## src/rtl/game_pkg.sv

```systemverilog
// game_pkg: FSM state encoding and accelerometer sample width shared by the
// physics scheduler and its filter.
package game_pkg;
    localparam int ACCEL_W = 8;
    typedef enum logic [2:0] {IDLE, REQ, FILTER, STEP, RESTART} state_t;
endpackage

```

## src/rtl/accel_filter.sv

```systemverilog
// accel_filter: combinational dead-zone and arithmetic shift for one axis.
// The value is widened to 9 bits so that |-128| fits.
module accel_filter
    import game_pkg::*;
#(
    parameter int DEAD_ZONE   = 2,
    parameter int ACCEL_SHIFT = 2
) (
    input  logic [ACCEL_W-1:0] i_a,
    output logic [ACCEL_W-1:0] o_a
);
    logic signed [ACCEL_W:0] w_wide;
    logic        [ACCEL_W:0] w_mag;

    assign w_wide = $signed({i_a[ACCEL_W-1], i_a});
    assign w_mag  = w_wide[ACCEL_W] ? $unsigned(-w_wide) : $unsigned(w_wide);
    assign o_a    = (int'(w_mag) <= DEAD_ZONE) ? '0 : ACCEL_W'(w_wide >>> ACCEL_SHIFT);
endmodule

```

## src/rtl/physics_scheduler.sv

```systemverilog
// physics_scheduler: turns vsync pulses into accelerometer sampling and a
// one-cycle physics step; handles pause, restart, overrun and ack timeouts.
module physics_scheduler
    import game_pkg::*;
#(
    parameter int STEP_DIV       = 1,
    parameter int TIMEOUT_CYCLES = 1024,
    parameter int DEAD_ZONE      = 2,
    parameter int ACCEL_SHIFT    = 2
) (
    input  logic               clk,
    input  logic               arst_n,
    input  logic               i_vsync,
    input  logic               i_pause,
    input  logic               i_restart,
    output logic               o_accel_req,
    input  logic               i_accel_ack,
    input  logic [ACCEL_W-1:0] i_accel_x,
    input  logic [ACCEL_W-1:0] i_accel_y,
    output logic [ACCEL_W-1:0] o_accel_x,
    output logic [ACCEL_W-1:0] o_accel_y,
    output logic               o_step,
    output logic               o_ball_rst_n,
    output logic               o_busy,
    output logic               o_overrun,
    output logic [7:0]         o_timeout_cnt
);
    localparam int TW = $clog2(TIMEOUT_CYCLES + 1);

    state_t             r_state;
    logic [7:0]         r_div;
    logic [TW-1:0]      r_wait;
    logic               r_rcnt;
    logic               r_req;
    logic               r_step;
    logic               r_ball_rst_n;
    logic               r_overrun;
    logic [7:0]         r_tcnt;
    logic [ACCEL_W-1:0] r_raw_x, r_raw_y, r_out_x, r_out_y;
    logic [ACCEL_W-1:0] w_filt_x, w_filt_y;

    accel_filter #(.DEAD_ZONE(DEAD_ZONE), .ACCEL_SHIFT(ACCEL_SHIFT)) u_filt_x (
        .i_a(r_raw_x),
        .o_a(w_filt_x)
    );

    accel_filter #(.DEAD_ZONE(DEAD_ZONE), .ACCEL_SHIFT(ACCEL_SHIFT)) u_filt_y (
        .i_a(r_raw_y),
        .o_a(w_filt_y)
    );

    always_ff @(posedge clk or negedge arst_n) begin
        if (!arst_n) begin
            r_state      <= IDLE;
            r_div        <= '0;
            r_wait       <= '0;
            r_rcnt       <= 1'b0;
            r_req        <= 1'b0;
            r_step       <= 1'b0;
            r_ball_rst_n <= 1'b0;
            r_overrun    <= 1'b0;
            r_tcnt       <= '0;
            r_raw_x      <= '0;
            r_raw_y      <= '0;
            r_out_x      <= '0;
            r_out_y      <= '0;
        end else if (i_restart) begin
            r_state      <= RESTART;
            r_rcnt       <= 1'b0;
            r_req        <= 1'b0;
            r_step       <= 1'b0;
            r_ball_rst_n <= 1'b0;
            r_overrun    <= 1'b0;
            r_div        <= '0;
            r_out_x      <= '0;
            r_out_y      <= '0;
        end else begin
            r_step <= 1'b0;
            if (i_vsync && r_state != IDLE)
                r_overrun <= 1'b1;
            case (r_state)
                IDLE: begin
                    r_ball_rst_n <= 1'b1;
                    if (i_vsync && !i_pause) begin
                        if (r_div == 8'(STEP_DIV - 1)) begin
                            r_div   <= '0;
                            r_wait  <= '0;
                            r_req   <= 1'b1;
                            r_state <= REQ;
                        end else begin
                            r_div <= r_div + 8'd1;
                        end
                    end
                end
                REQ: begin
                    if (i_accel_ack) begin
                        r_raw_x <= i_accel_x;
                        r_raw_y <= i_accel_y;
                        r_req   <= 1'b0;
                        r_state <= FILTER;
                    end else if (r_wait == TW'(TIMEOUT_CYCLES - 1)) begin
                        r_raw_x <= '0;
                        r_raw_y <= '0;
                        r_req   <= 1'b0;
                        if (r_tcnt != 8'hFF)
                            r_tcnt <= r_tcnt + 8'd1;
                        r_state <= FILTER;
                    end else begin
                        r_wait <= r_wait + 1'b1;
                    end
                end
                FILTER: begin
                    r_out_x <= w_filt_x;
                    r_out_y <= w_filt_y;
                    r_step  <= 1'b1;
                    r_state <= STEP;
                end
                STEP: r_state <= IDLE;
                RESTART: begin
                    if (r_rcnt) begin
                        r_ball_rst_n <= 1'b1;
                        r_state      <= IDLE;
                    end else begin
                        r_rcnt <= 1'b1;
                    end
                end
                default: r_state <= IDLE;
            endcase
        end
    end

    assign o_accel_req   = r_req;
    assign o_accel_x     = r_out_x;
    assign o_accel_y     = r_out_y;
    assign o_step        = r_step;
    assign o_ball_rst_n  = r_ball_rst_n;
    assign o_busy        = (r_state != IDLE);
    assign o_overrun     = r_overrun;
    assign o_timeout_cnt = r_tcnt;
endmodule

```

## config.mk

```make
export PLATFORM = sky130hd
export DESIGN_NAME = physics_scheduler
export DESIGN_NICKNAME = d
export VERILOG_FILES = /design/src/rtl/game_pkg.sv /design/src/rtl/accel_filter.sv /design/src/rtl/physics_scheduler.sv
export SDC_FILE = /design/constraint.sdc
export NUM_CORES = 1
export LEC_CHECK = 0
export ABC_AREA = 1
export BUFFER_PORTS_ARGS = -buffer_cell sky130_fd_sc_hd__buf_2
export CAP_MARGIN = 15
export CORE_MARGIN = 1
export CORE_UTILIZATION = 45
export DETAILED_ROUTE_END_ITERATION = 6
export GPL_ROUTABILITY_DRIVEN = 0
export HOLD_SLACK_MARGIN = 0.08
export PLACE_DENSITY = 0.65
export SLEW_MARGIN = 20
export SYNTH_ARGS = -nofsm -noshare
export SYNTH_HDL_FRONTEND = slang
export SYNTH_SLANG_ARGS = --single-unit
```

## constraint.sdc

```tcl
create_clock -name clk -period 2.43 [get_ports clk]
set_input_delay 0.243 -clock clk [delete_from_list [all_inputs] [get_ports clk]]
set_output_delay 0.243 -clock clk [all_outputs]
set_load 0.05 [all_outputs]
```

[Word level (Yosys, flattened, before mapping)]
Index checks and enable logic that the tools add are counted.
Word-level totals
  bits of input ports: 22
  logic and storage cells: 99
  output and inout port bits: 29
  register bits after elaboration: 67
Cells by class
  add/sub/neg operators: 5
  reductions and logical operators: 22
  $lt $le $gt $ge: 2
  muxes and demuxes: 42
  bitwise operators: 2
  equality and inequality tests: 13
Operators with widths (count)
  $mux 8: 13
  $mux 11: 4
  $pmux 11 s2: 1
  $le 9x2->1 const B: 2
  $mux 3: 6
  $mux 9: 2
  $neg 8->9: 2
  $add 8x1->8 const B: 2
  $reduce_bool 2->1: 7
  $mux 1: 13
  $pmux 3 s4: 1
  $add 11x1->11 const B: 1
  $eq 11x10->1 const B: 1
  $ne 3x3->1 const B: 3
  $reduce_bool 3->1: 3
  $logic_not 8->1: 1
  $ne 2x2->1 const B: 4
  $ne 8x8->1 const B: 1
  $reduce_and 4->1: 2
  $reduce_and 6->1: 1
  $reduce_and 5->1: 1
  $ne 4x4->1 const B: 1
  $pmux 1 s2: 2
  $reduce_and 2->1: 2
  8 further kinds: 10

[Logic depth before layout (Yosys ltp)]
Gate-level depths: netlist of the first run.
  depth after elaboration: 6
  gate-level depth with buffers: 11
  depth with buffers taken out: 10

[Modules after synthesis]
A second synthesis of the first run with hierarchy kept.
Second synthesis, totals
  cell total of the unflattened synthesis: 478
  area total of the unflattened synthesis: 3662.3 µm²
By module, submodules not included
  physics_scheduler: instances 1, cells each 412, sequential area each 1676.6 µm², area each 3339.5 µm²
  accel_filter: instances 2, cells each 33, sequential area each 0.0 µm², area each 161.4 µm²

[Worst setup path before layout of the first run]
No wires, ideal clock.
  path type: flip-flop to flip-flop
  start point: reg r_tcnt[1], in the netlist o_timeout_cnt[1]
  end point: reg r_tcnt[5], in the netlist o_timeout_cnt[5]
  period minus slack after synthesis: 1701 ps
  slack: 729 ps
  arrival: 1635 ps
  required time: 2364 ps
  setup time: 66 ps
  buffers on the path: 0
  stages on the path, launching flop included: 10
  cells stage by stage: dfrtp_1 -> ha_1 -> nand2_1 -> inv_1 -> nand2_1 -> nor2_1 -> nor2_1 -> nand3_1 -> nand2_1 -> nand2_1
On the way
  word-level cells in the longest chain between the ends: 2
  elaborated cells between the ends (all ways): 3
  classes of those cells: add/sub: 1; eq/ne: 1; reduce/logical: 1
Ends and longest elaborated chain
  from (decl): RTL line physics_scheduler.sv:38  | logic [7:0] r_tcnt;
  from (signal assigned): RTL line physics_scheduler.sv:106  | r_tcnt <= r_tcnt + 8'd1;
  parallel branches: the longest is 2 deep, another holds $add 8x1->8
Several ways; the timed one is not identified.
A chain may end at the register's enable or synchronous reset.

[Final worst setup path of the first run]
  start point: reg r_wait[0]
  end point: reg r_raw_y[1]
On the way
  word-level cells in the longest chain between the ends: 3
Ends and longest elaborated chain
  from (decl): RTL line physics_scheduler.sv:32  | logic [TW-1:0] r_wait;
  from (signal assigned): RTL line physics_scheduler.sv:109  | r_wait <= r_wait + 1'b1;
  $eq 11x10->1: RTL line physics_scheduler.sv:101  | end else if (r_wait == TW'(TIMEOUT_CYCLES - 1)) begin
  $reduce_bool 2->1 (no source line)
  $reduce_and 3->1 (no source line)
  to (signal assigned): RTL line physics_scheduler.sv:98  | r_raw_y <= i_accel_y;
  to (decl): RTL line physics_scheduler.sv:39  | logic [ACCEL_W-1:0] r_raw_x, r_raw_y, r_out_x, r_out_y;
Every way passes these cells.

==> qor.txt, run 1 <==
Crit end category = flop
Setup-failing EPs final = 0
Cell Area, Synth = 3460 um2
Number of global-route vias before repair = 2929
F_max = 498 MHz
Clock root buffer = clkbuf_8
Hold buffers post-CTS = 0
Post-CTS setup buffers = 0
DIE WIDTH = 89.7 um
Synth Warn # = 0
Area Overhead vs Synth = 13.3%
Count of final hold-check violations = 0
Final worst path period share = 82.7%
Crit path DAT = 2.21 ns
CTS clk-pin slew, worst paths = 0.07 ns
Seq cells post-synth = 63
Main combinational cell family by area after synthesis = simple AND/OR/NAND/NOR gates
CTS sink count = 63
Synth Area in Simple Gates = 33.8%
Syn_area_per_cell = 7.65 um2
Drt drc = 0
Mapped Nets = 481
Pre-CTS setup slack = 0.437 ns
Core Footprint = 7330 um2
Setup TNS Final = 0 ns
Worst Setup Slack, final = 0.421 ns
TritonCTS buffer count = 9
Router iterations before antenna repair = 4
Synth cell types = 32
Worst setup path category = flop to flop
Ranking of synthesized cells by area = dfrtp_1 46%, nand2_1 14%, nand3_1 6.8%, nor2_1 5.5%, inv_1 5.3%
Drt wl/cell = 12.1 um
Post-synthesis adder-cell area fraction = 2.17%
Max_slew headroom = 47.4%
Async SR Flop Fraction = 100%
Seq/Total Area, Yosys = 45.5%
Die area = 8050 um2
Required @ worst endpoint = 2.63 ns
Initial antenna violation count = 0
1st-iter DRT viols = 99
Via Count = 2969
Initial core utilization = 47.2%
Post-route ant nets = 0
N_diodes = 0
Max Cap Violations = 0
Mux cell area share after synthesis = 0%
Share of cells above drive strength 1 = 18.9%
First-pass GRT wire length = 13100 um
Unrepaired setup endpoints after global routing = no
HP Class = input port to async pin
Crit path max fanout = 16
Wirelength, routed = 7320 um
P per Cell Area = 654 nW/um2
Hpwl dp = 5190 um
FP Rows = 31
Complex-gate fraction of the synthesized area = 8.60%
Status = finished, final reports clean
I/O Buffers = 50
Post_cts resized = 0
Final Slew Violations = 0
Pin count of the biggest net entering global routing = 64
Die H = 89.7 um
Final Critical Period = 2.01 ns
Synth Flop Type = dfrtp_1
Total chip power = 2.56 mW
Number of flops mapped to enable cells by yosys = 0
Setup Skew = 0.00663 ns
Synth top area share = 45.5%
Post-synthesis cell count = 453
I/O pins = 51
CTS tree = yes
Worst-Margin Slew = 0.790 ns
Nets@finish = 531
Clock latency on the worst-skew pair = 0.35 ns
Peak supply drop = 0.366 mV
Synth area leader = dfrtp_1
CP Launch Type = flop
CTS max path bufs = 2
Gr usage total = 20.1%
Total gr overflow = 0
Post-Synth XOR/XNOR Area = 1.26%
Via density = 4.90
Leak = 2.05 nW
H-tree levels = 3
==> worst paths after layout <==
kind	endpoint	depth (start not counted)	slack, ns	from
hold / removal	o_accel_x[4]	2	0.06	arst_n
setup / recovery	r_raw_y[1]	8	0.42	r_wait[0]
hold reg to reg	o_accel_x[3]	2	0.47	o_accel_x[3]
setup reg to reg	r_raw_y[1]	8	0.42	r_wait[0]
min in group clk	r_raw_y[3]	3	0.14	i_accel_y[3]
max in group asynchronous	r_wait[6]	2	1.84	arst_n
==> sequential cells by signal, indices dropped and copies added, names as in the netlist, 3 cells and up <==
name,cells
o_accel_y,6
r_wait,11
r_div,8
o_accel_x,6
r_raw_x,8
o_timeout_cnt,8
r_raw_y,8
r_state,3
==> cells by family (layout without fill, tap and decap cells) <==
| group | Yosys count | in the layout |
|---|---|---|
| adders and majority gates | 6 | 6 |
| AOI/OAI and AO/OA | 48 | 48 |
| xor gates and xnor gates | 5 | 5 |
| buffers and inverters | 66 | 120 |
| and+or+nand+nor | 265 | 265 |
| DFF | 63 | 63 |
==> cell type report <==
type	instances	area (um2)
Clock inverter	4	22.5
Inverter	51	191
Clock buffer	11	141
Fill cell	712	3410
Tap cell	99	124
Multi-Input combinational cell	324	1590
Sequential cell	63	1580
Timing Repair Buffer	54	280
==> critical path: stages (launching register included) <==
cell     delay, ns
dfrtp_1       0.47
ha_1          0.29
inv_1         0.10
nor2_4        0.17
nand3_4       0.12
nand2_2       0.08
nand2_2       0.07
nor2_4        0.40
o21ai_0       0.16
==> per-layer routing <==
layer | share of wire, % | GRT usage (%) | vias to the layer above | wire [um]
met5 | 0 | 0 | - | 0
met4 | 3.2 | 10.8 | 0 | 233
met3 | 3.5 | 4.48 | 18 | 259
met2 | 46 | 31.5 | 59 | 3370
met1 | 47 | 26.0 | 1344 | 3460
li1 | - | - | 1548 | -
==> through the flow <==
| stage | util [%] | cell area [um2] | std cells | hold WS [ns] |
|---|---|---|---|---|
| after detailed placement | 51.3 | 3760 | 591 | 0.460 |
| after CTS | 53.5 | 3920 | 606 | 0.103 |
| after global routing | 53.5 | 3920 | 606 | 0.138 |
| after floorplan | - | 3460 | 453 | -0.0526 |
| after global placement | 51.3 | 3760 | 591 | 0.459 |
| final | 53.5 | 3920 | 606 | 0.0565 |
==> cell usage after synthesis (2+ instances only) <==
cell type / count
nand2_1: 130
inv_1: 49
nand3b_1: 3
o21ai_2: 12
nor2_4: 3
o21ai_0: 24
buf_2: 5
buf_4: 4
clkbuf_1: 2
nand3_1: 47
o21ai_1: 2
nor2_1: 51
inv_2: 2
dfrtp_1: 63
or2_2: 3
nand4_1: 15
xor2_1: 5
nor3_1: 5
buf_6: 2
ha_1: 6
a21oi_1: 4
nand2_2: 6
==> where the power goes <==
part | switching, mW | internal, mW | leakage, nW
sequential | 0.0994 | 1.18 | 0.822
combinational | 0.321 | 0.172 | 1.15
clock | 0.405 | 0.387 | 0.0850
==> layout by cell type, fill, tap and decap left out, types with 5 or more instances in the layout <==
| cell | n |
|---|---|
| nand2_2 | 6 |
| inv_1 | 49 |
| nor3_1 | 5 |
| o21ai_2 | 12 |
| xor2_1 | 5 |
| nand2_1 | 130 |
| buf_2 | 50 |
| ha_1 | 6 |
| o21ai_0 | 24 |
| nand4_1 | 15 |
| dfrtp_1 | 63 |
| nand3_1 | 47 |
| nor2_1 | 51 |
| clkbuf_8 | 10 |
(Power assumes the default switching activity.)
==> inputs of run 2 (changes only) <==
--- a/config.mk
+++ b/config.mk
@@ -5,7 +5,7 @@
 export SDC_FILE = /design/constraint.sdc
 export NUM_CORES = 1
 export LEC_CHECK = 0
-export ABC_AREA = 1
+export ABC_AREA = 0
 export BUFFER_PORTS_ARGS = -buffer_cell sky130_fd_sc_hd__buf_2
 export CAP_MARGIN = 15
 export CORE_MARGIN = 1
@@ -13,7 +13,7 @@
 export DETAILED_ROUTE_END_ITERATION = 6
 export GPL_ROUTABILITY_DRIVEN = 0
 export HOLD_SLACK_MARGIN = 0.08
-export PLACE_DENSITY = 0.65
+export PLACE_DENSITY = 0.66
 export SLEW_MARGIN = 20
 export SYNTH_ARGS = -nofsm -noshare
 export SYNTH_HDL_FRONTEND = slang
==> constraint.sdc (replaced) <==
create_clock -name clk -period 1.9 [get_ports clk]
set_input_delay 0.19 -clock clk [delete_from_list [all_inputs] [get_ports clk]]
set_output_delay 0.19 -clock clk [all_outputs]
set_load 0.05 [all_outputs]
==> run 2 against run 1 <==
The run now ends with setup timing left. Via count fell by 13%. Synthesized area fell by 14%. Core utilization rose by 9.5 points. Critical endpoint is now r_wait[9]. Non-clock buffer count rose by 53. Clock skew rose by 0.0042 ns. Largest power group unchanged. Critical path depth fell by 1. Sequential power rose by 21%. Synthesized cell count fell by 39%. Critical path type unchanged. Combinational power fell by 7.3%. Wire length fell by 5.1%.
==> qor.txt, run 2 <==
Status = complete, but fails checks
Failing checks = setup timing
Clock latency on the worst-skew pair = 0.34 ns
Synth top area share = 52.6%
Synth cell types = 50
Non-Filler Instances = 463
Most frequent cells in the layout = 61 x dfrtp_1, 50 x buf_2, 40 x buf_4
F_max = 506 MHz
Final Slew Violations = 0
CTS tree = yes
Clock root buffer = clkbuf_8
Max Cap Violations = 0
Seq/Total Area, Yosys = 52.6%
CTS clk-pin slew, worst paths = 0.07 ns
Number of global-route vias before repair = 2517
CTS sink count = 63
I/O pins = 51
FP Rows = 29
Worst Hold End = r_raw_x[7]
Routed wl met3 = 283 um
Pin count of the biggest net entering global routing = 47
Internal power = 2.30 mW
Die H = 83.6 um
Total gr overflow = 0
Pre-CTS setup slack = -0.0965 ns
Cell with the most instances after synthesis = dfrtp_1
Placed Instances = 424
HP Class = input port to flop
WL met2 = 3370 um
CP max-delay cell = or4_4
Setup-failing EPs final = 5
Die area = 6990 um2
Nets@finish = 409
Max FFs per register = 11
Initial core utilization = 46.9%
Via density = 5.56
Final worst path period share = 104%
Via Count = 2575
DIE WIDTH = 83.6 um
CTS max path bufs = 2
Share of cells above drive strength 1 = 34.7%
RR Endpoint = r_wait[9]
Initial antenna violation count = 0
Hpwl dp = 4710 um
Largest register by flop count = r_wait
Worst setup path category = flop to flop
Async SR Flop Fraction = 100%
Ranking of synthesized cells by area = dfrtp_1 53%, a22o_1 8.5%, o21ai_0 3.0%, a21oi_1 2.8%, xnor2_1 2.6%
Max incr delay on CP = 0.48 ns
Buffers and inverters on the worst path = 1
Top sig layer = met4
Synth Warn # = 0
Crit path DAT = 2.24 ns
1st-iter DRT viols = 159
Cell Area, Synth = 3000 um2
Post-synthesis cell count = 276
Gr usage total = 20.8%
Setup Skew = 0.0109 ns
First-pass GRT wire length = 11600 um
N_diodes = 0
Register-to-register setup slack = -0.08 ns
Number of flops mapped to enable cells by yosys = 0
Count of final hold-check violations = 0
Core Footprint = 6390 um2
M1 WL = 3210 um
Synth Flop Type = dfrtp_1
P per Cell Area = 788 nW/um2
Seq cells post-synth = 63
Mapped Nets = 304
Hold path startpoint = i_accel_x[7]
R2R depth = 7
Peak supply drop = 0.522 mV
Reported net switching power = 0.873 mW
Area Overhead vs Synth = 34.4%
Router iterations before antenna repair = 4
Synth area leader = dfrtp_1
Crit path max fanout = 6
Hold Slack = 0.0997 ns
Leak = 1.94 nW
Syn_area_per_cell = 10.9 um2
Seq pwr share = 48.9%
Hold Crit Depth = 2
Crit end category = flop
I/O Buffers = 50
Delay-heaviest family, CP = simple AND/OR/NAND/NOR gates
Final Critical Period = 1.98 ns
Post-route ant nets = 0
Unrepaired setup endpoints after global routing = yes
Final Cell Area = 4030 um2
H-tree levels = 3
Dpl cell area = 3560 um2
Wirelength, routed = 6950 um
Comb pwr share = 14.4%
Drt wl/cell = 15.0 um
Commonest cells in the netlist = 63 x dfrtp_1, 29 x a22o_1, 18 x nor2_1, 18 x o21ai_0, 17 x a21oi_1
Setup TNS Final = -0.260 ns
Worst Setup Slack, final = -0.0764 ns
Max_slew headroom = 46.6%
Worst r2r src = r_div[0]
Clk network pwr share = 36.6%
Commonest non-fill, non-tap cell in the layout = dfrtp_1
CP cell instances = inv_2, ha_1, nor4b_4, nand4_2, a22o_4, or4_4, a21oi_2
CP Launch Type = flop
Worst-Margin Slew = 0.798 ns
Drt drc = 0
Required @ worst endpoint = 2.16 ns
TritonCTS buffer count = 9
Switching Fraction = 27.5%
run 2: power groups by stage:
stage,Sequential (mW),Clock (mW),Combinational (mW)
after floorplan,1.56,0,0.246
after global placement,1.57,0,0.405
after detailed placement,1.57,0,0.415
after CTS,1.55,1.18,0.445
after global routing,1.57,1.25,0.509
final,1.55,1.16,0.457
run 2: timing repair:
item	CTS	global route
endpoints found under the hold margin	32	0
hold buffers	16	0
setup buffers	2	4
resized for setup	1	17
pin swaps	2	5
setup endpoints to repair	7	22
gates cloned	0	1
run 2: logic make-up after synthesis:
kind of cell	Yosys count	synth area share, %
xor+xnor	10	2.92
fa+ha+maj	6	2.51
compound gates	83	19.9
simple gates	84	16.8
buf+inv	27	4.14
flops	63	52.6
mux	3	1.09
run 2: worst reg2reg max path: stages, from the launching register on:
cell and delay, ns:
dfrtp_1 0.39, inv_2 0.06, ha_1 0.14, nor4b_4 0.23
nand4_2 0.19, a22o_4 0.29, or4_4 0.48, a21oi_2 0.13
run 2: how the worst max path moves through the flow:
stage	startpoint	end	slack, ns	cells past startpoint
after floorplan	o_timeout_cnt[0]	o_timeout_cnt[1]	-0.01	5
after global placement	r_div[0]	r_wait[5]	-0.02	7
after detailed placement	r_div[0]	r_wait[5]	-0.1	7
after CTS	r_div[0]	r_wait[3]	-0.07	7
after global routing	r_div[0]	r_wait[9]	-0.15	7
final	r_div[0]	r_wait[9]	-0.08	7
run 2: layout make-up:
class                           instances  area, um2
Fill cell                             517       2360
Sequential cell                        63       1580
Multi-Input combinational cell        187       1370
Timing Repair Buffer                  107        731
Clock buffer                           10        138
Tap cell                               77       96.3
Clock inverter                          6       60.1
Inverter                               13       48.8
run 2: metal layers:
layer	global-route usage, %	up-vias
met5	0	-
met4	8.32	0
met3	4.06	8
met2	33.3	87
met1	27.9	1244
li1	-	1236
run 2: metrics by stage:
step	power (mW)	util, %
after global routing	3.33	63.0
after floorplan	1.81	-
after detailed placement	1.98	55.7
after CTS	3.17	61.5
final	3.17	63.0
after global placement	1.97	55.7
